<file path="src/rtl/drc_ass_sched.sv">
// drc_ass_sched: four one-entry request slots (urch, up, dn, rsh) feeding a
// single registered offer to the DRC packet assembler over valid/ready.
// Arbitration is fixed priority (urch > up > dn > rsh). A slot whose age has
// reached AGE_LIMIT overrides fixed priority, so no source can be starved.
module drc_ass_sched #(
    parameter logic [5:0]       URCHRP    = 6'h6,
    parameter logic [5:0]       RSHRQ     = 6'h7,
    parameter logic [5:0]       UPRSP     = 6'h3,
    parameter logic [5:0]       DNRSP     = 6'h4,
    parameter int               AGE_W     = 4,
    parameter logic [AGE_W-1:0] AGE_LIMIT = 4'd8
) (
    input  logic        iClk,
    input  logic        iResetN,
    input  logic        iUrchVld,
    input  logic [15:0] iUrchSrcAddr,
    input  logic [4:0]  iUrchTargtPort,
    output logic        oUrchRdy,
    input  logic        iUpVld,
    output logic        oUpRdy,
    input  logic        iDnVld,
    output logic        oDnRdy,
    input  logic        iRshVld,
    output logic        oRshRdy,
    output logic        oSchVld,
    output logic [5:0]  oSchType,
    output logic [15:0] oSchSrcAddr,
    output logic [4:0]  oSchTargtPort,
    output logic [1:0]  oSchId,
    input  logic        iSchRdy,
    output logic        oStarveEvt
);

    typedef enum logic {
        ST_IDLE  = 1'b0,
        ST_OFFER = 1'b1
    } state_t;

    // Index of the lowest set bit; slot 0 (urch) has the highest priority.
    function automatic logic [1:0] first_set(input logic [3:0] v);
        logic [1:0] idx;
        if (v[0]) begin
            idx = 2'd0;
        end else if (v[1]) begin
            idx = 2'd1;
        end else if (v[2]) begin
            idx = 2'd2;
        end else if (v[3]) begin
            idx = 2'd3;
        end else begin
            idx = 2'd0;
        end
        return idx;
    endfunction

    // Packet type code for a given source slot.
    function automatic logic [5:0] type_of(input logic [1:0] id);
        logic [5:0] t;
        case (id)
            2'd0:    t = URCHRP;
            2'd1:    t = UPRSP;
            2'd2:    t = DNRSP;
            2'd3:    t = RSHRQ;
            default: t = 6'h00;
        endcase
        return t;
    endfunction

    state_t             state_r;
    state_t             next_state_s;
    logic [3:0]         pending_r;
    logic [AGE_W-1:0]   age_r [4];
    logic [15:0]        urch_addr_r;
    logic [4:0]         urch_port_r;
    logic [3:0]         req_vld_s;
    logic [3:0]         aged_s;
    logic [1:0]         fixed_win_s;
    logic [1:0]         win_s;
    logic               load_s;
    logic               drain_s;
    logic [5:0]         sch_type_r;
    logic [15:0]        sch_addr_r;
    logic [4:0]         sch_port_r;
    logic [1:0]         sch_id_r;
    logic               starve_r;

    assign req_vld_s     = {iRshVld, iDnVld, iUpVld, iUrchVld};
    assign oUrchRdy      = ~pending_r[0];
    assign oUpRdy        = ~pending_r[1];
    assign oDnRdy        = ~pending_r[2];
    assign oRshRdy       = ~pending_r[3];
    assign oSchVld       = (state_r == ST_OFFER);
    assign oSchType      = sch_type_r;
    assign oSchSrcAddr   = sch_addr_r;
    assign oSchTargtPort = sch_port_r;
    assign oSchId        = sch_id_r;
    assign oStarveEvt    = starve_r;

    // Pick the winner: oldest-saturated slot first, otherwise fixed priority.
    always_comb begin
        aged_s = 4'b0000;
        for (int i = 0; i < 4; i++) begin
            aged_s[i] = pending_r[i] && (age_r[i] == AGE_LIMIT);
        end
        fixed_win_s = first_set(pending_r);
        if (|aged_s) begin
            win_s = first_set(aged_s);
        end else begin
            win_s = fixed_win_s;
        end
    end

    // Offer FSM next state; a load refills the offer with zero bubble.
    always_comb begin
        next_state_s = state_r;
        load_s       = 1'b0;
        drain_s      = 1'b0;
        case (state_r)
            ST_IDLE: begin
                if (|pending_r) begin
                    load_s       = 1'b1;
                    next_state_s = ST_OFFER;
                end else begin
                    next_state_s = ST_IDLE;
                end
            end
            ST_OFFER: begin
                if (iSchRdy) begin
                    if (|pending_r) begin
                        load_s       = 1'b1;
                        next_state_s = ST_OFFER;
                    end else begin
                        drain_s      = 1'b1;
                        next_state_s = ST_IDLE;
                    end
                end else begin
                    next_state_s = ST_OFFER;
                end
            end
            default: begin
                next_state_s = ST_IDLE;
            end
        endcase
    end

    // Offer FSM state register.
    always_ff @(posedge iClk or negedge iResetN) begin
        if (!iResetN) begin
            state_r <= ST_IDLE;
        end else begin
            state_r <= next_state_s;
        end
    end

    // Offer payload registers; held stable while the offer is outstanding.
    always_ff @(posedge iClk or negedge iResetN) begin
        if (!iResetN) begin
            sch_type_r <= 6'h00;
            sch_addr_r <= 16'h0000;
            sch_port_r <= 5'd0;
            sch_id_r   <= 2'd0;
            starve_r   <= 1'b0;
        end else if (load_s) begin
            sch_type_r <= type_of(win_s);
            sch_addr_r <= (win_s == 2'd0) ? urch_addr_r : 16'h0000;
            sch_port_r <= (win_s == 2'd0) ? urch_port_r : 5'd0;
            sch_id_r   <= win_s;
            starve_r   <= (win_s != fixed_win_s);
        end else if (drain_s) begin
            sch_type_r <= 6'h00;
            sch_addr_r <= 16'h0000;
            sch_port_r <= 5'd0;
            sch_id_r   <= 2'd0;
            starve_r   <= 1'b0;
        end else begin
            starve_r   <= 1'b0;
        end
    end

    // Slot pending bits and saturating ages; a loaded slot is emptied.
    always_ff @(posedge iClk or negedge iResetN) begin
        if (!iResetN) begin
            pending_r <= 4'b0000;
            for (int i = 0; i < 4; i++) begin
                age_r[i] <= '0;
            end
        end else begin
            for (int i = 0; i < 4; i++) begin
                if (load_s && (win_s == 2'(i))) begin
                    pending_r[i] <= 1'b0;
                    age_r[i]     <= '0;
                end else if (pending_r[i]) begin
                    if (age_r[i] != AGE_LIMIT) begin
                        age_r[i] <= age_r[i] + {{(AGE_W-1){1'b0}}, 1'b1};
                    end else begin
                        age_r[i] <= age_r[i];
                    end
                end else if (req_vld_s[i]) begin
                    pending_r[i] <= 1'b1;
                    age_r[i]     <= '0;
                end else begin
                    age_r[i]     <= '0;
                end
            end
        end
    end

    // Unreachable-rsp payload captured together with its request.
    always_ff @(posedge iClk or negedge iResetN) begin
        if (!iResetN) begin
            urch_addr_r <= 16'h0000;
            urch_port_r <= 5'd0;
        end else if (iUrchVld && !pending_r[0]) begin
            urch_addr_r <= iUrchSrcAddr;
            urch_port_r <= iUrchTargtPort;
        end else begin
            urch_addr_r <= urch_addr_r;
            urch_port_r <= urch_port_r;
        end
    end

endmodule

</file>
<file path="config.mk">
export PLATFORM = sky130hd
export DESIGN_NAME = drc_ass_sched
export DESIGN_NICKNAME = d
export VERILOG_FILES = /design/src/rtl/drc_ass_sched.sv
export SDC_FILE = /design/constraint.sdc
export NUM_CORES = 1
export LEC_CHECK = 0
export BUFFER_PORTS_ARGS = -buffer_cell sky130_fd_sc_hd__buf_2
export CORE_MARGIN = 4
export CORE_UTILIZATION = 35
export DETAILED_ROUTE_END_ITERATION = 12
export HOLD_SLACK_MARGIN = 0.02
export PLACE_DENSITY = 0.66
export SYNTH_ARGS = -nofsm -noshare
export SYNTH_HDL_FRONTEND = slang
export SYNTH_SLANG_ARGS = --single-unit
</file>
<file path="constraint.sdc">
create_clock -name iClk -period 2.5 [get_ports iClk]
set_input_delay 0.125 -clock iClk [delete_from_list [all_inputs] [get_ports iClk]]
set_output_delay 0.125 -clock iClk [all_outputs]
set_load 0.1 [all_outputs]
</file>
==> run_results.csv <==
group,metric,value,unit
clock_network,clk_latency,0.34,ns
global_routing,busiest_layer,"met2",
synth,yosysTopAreaCell,"dfrtp_1",
clock_network,cts_tree,"done",
sta,finClkSkew,0.00877,ns
synth,synth_area_leaders,"dfrtp_1 54%, mux2_2 8.6%, a32o_1 6.4%",
sta,post-route-min-period,1.95,ns
synth,async_flop_share,1.00,
synth,synth_top_family_by_area,"compound AO/OA/AOI/OAI gates",
synth,netlist_instances,234,
sta,timing.fmax,513,MHz
run,maxCapViolations,0,
synth,synth_fa_ha_area_frac,0.0319,
sta,setup_viol,0,
run_status,status,"complete, no violations",
global_routing,grt_util_met3,0.0379,
synth,yosys_warnings,0,
finish,num_antenna_cells,0,
synth,syn_area_per_cell,13.4,um^2
synth,syn_area,3140,um^2
clock_network,cts_buffers,9,
detailed_routing,num_vias,2151,
synth,synth.top_cells.by_count,"68 x dfrtp_1, 24 x mux2_2, 20 x a32o_1",
finish,final_nets,350,
synth,synthFlopType,"dfrtp_1",
global_routing,grt_pass1_wl,11100,um
global_routing,grt_util_all_layers,0.135,
finish,final_cell_area,3860,um^2
worst_setup_path,end_kind,"register",
sta,fin_tns_setup,0,ns
synth,synth-xor-area-share,0.0223,
sta,hold_viol_final,0,
sta,whs,0.0389,ns
global_routing,antenna_found_initial,0,
detailed_routing,wl_per_cell,15.4,um
floorplan,die_width,103,um
clock_network,numClockSinks,68,
synth,ys_ff_latch,68,
sta,slew_viol_final,0,
clock_network,cts_root_buffer,"clkbuf_8",
worst_setup_path,crit_required,2.73,ns
clock_network,cts_resized,0,
floorplan,core-area,8720,um^2
sta,tightest_slew,0.905,ns
clock_network,cts_buffer_depth,2,
detailed_routing,drtAntennaViolNets,0,
global_routing,grt_pass1_vias,2225,
floorplan,initial_utilization,0.360,
floorplan,num_rows,34,
place,place_area,3450,um^2
detailed_routing,viasPerCell,5.04,
clock_network,ctsHoldBuffers,22,
sta,slew_headroom,0.397,
clock_network,htreeDepth,3,
clock_network,cts_setup_buffers,0,
finish,area_growth,23.0,%
synth,synthSimpleGateAreaFrac,0.0658,
sta,finalCritPeriodShare,0.780,
finish,layout-drive-gt1-share,0.408,
global_routing,globalRouteMet1Util,0.177,
synth,synth_edf_count,0,
floorplan,die-area,10500,um^2
worst_setup_path,worstPathArrival,2.18,ns
synth,yosysSeqAreaShare,0.542,
worst_setup_path,critPathMaxFanout,33,
sta,rsz0062_at_grt,"false",
synth,synth_top_area_share,0.542,
global_routing,grt_use_met2,0.218,
clock_network,clk_pin_slew,0.08,ns
floorplan,die_y,103,um
min_path,hp-class,"primary input to register",
place,port_buffers,59,
synth,synth_most_common_cell,"dfrtp_1",
synth,ys_types,40,
global_routing,overflow,0,
synth,synth_compound_area_frac,0.179,
detailed_routing,drc,0,
worst_setup_path,timing_worst_setup_path_type,"register to register",
detailed_routing,wl,6570,um
synth,synth_mux_area_frac,0.0862,
worst_setup_path,crit_path_start_kind,"register",
floorplan,ios,63,
finish,utilization,0.442,
detailed_routing,firstDrtPassIters,4,
place,hpwl,4540,um
detailed_routing,drt-initial-drc-count,122,
place,gp_congestion,0.711,
global_routing,grt_max_degree,43,
logic make-up after synthesis:
group                    after synthesis
flip-flops                            68
multiplexers                          24
AND/OR/NAND/NOR                       30
adder cells (fa/ha/maj)                8
AO/OA/AOI/OAI                         61
XOR/XNOR                               8
buffers and inverters                 34
other                                  1
metal layers:
layer | up-vias | wire [um] | share of wire
li1 | 1011 | - | -
met1 | 1080 | 2950 | 0.45
met2 | 51 | 3190 | 0.49
met3 | 9 | 337 | 0.051
met4 | 0 | 92 | 0.014
met5 | - | 0 | 0
path summary, 6_finish.rpt:
check | cells past startpoint | slack (ns) | from | end
max | 6 | 0.55 | age_r[8] | age_r[10]
min | 3 | 0.04 | iDnVld | pending_r[2]
max reg2reg | 6 | 0.55 | age_r[8] | age_r[10]
min reg2reg | 1 | 0.49 | oSchSrcAddr[4] | oSchSrcAddr[4]
max in group asynchronous | 3 | 1.29 | iResetN | urch_addr_r[7]
min in group asynchronous | 2 | 0.47 | iResetN | urch_port_r[3]
metrics by stage:
step           setup WS [ns]  instances
3_5_place_dp           0.555        389
6_report               0.551        427
5_1_grt                0.433        427
3_3_place_gp           0.648        389
4_1_cts                0.558        427
2_1_floorplan          0.394        236
sequential cells by signal, indices dropped and copies added (netlist names):
name,cells
age_r,16
oSchId,2
oSchSrcAddr,16
oSchTargtPort,5
oSchType,2
oSchVld,1
oStarveEvt,1
pending_r,4
urch_addr_r,16
urch_port_r,5
layout by cell type, fill, tap and decap left out, types with 4 or more instances in the layout:
cell type,netlist,routed
a211oi_2,6,6
a21oi_1,15,15
a31oi_1,4,4
a32o_1,20,20
buf_2,5,59
buf_4,6,6
clkbuf_8,0,10
dfrtp_1,68,68
dlygate4sd3_1,0,22
ha_1,8,8
inv_1,14,14
mux2_2,24,24
nand2_1,5,5
nand3_1,4,4
nor2_1,10,10
xnor2_1,4,4
xor2_1,4,4
critical path: stages, from the launching register on:
cell       delay (ns)
dfrtp_1          0.37
inv_1            0.08
ha_1             0.21
nand4b_1         0.26
nand2_1          0.15
o21a_4           0.37
a2111oi_2        0.39
final cells by class:
type | instances | area (um^2)
sequential | 68 | 1700
clock buffer | 10 | 138
fill | 830 | 4860
multi-input combinational | 134 | 1220
inverter | 14 | 52.6
clock inverter | 6 | 48.8
tap | 108 | 135
timing repair buffer | 87 | 561
Power is left out: the tool's default activity adds up to more than one toggle a clock period on the data nets, which glitch-free logic cannot reach.
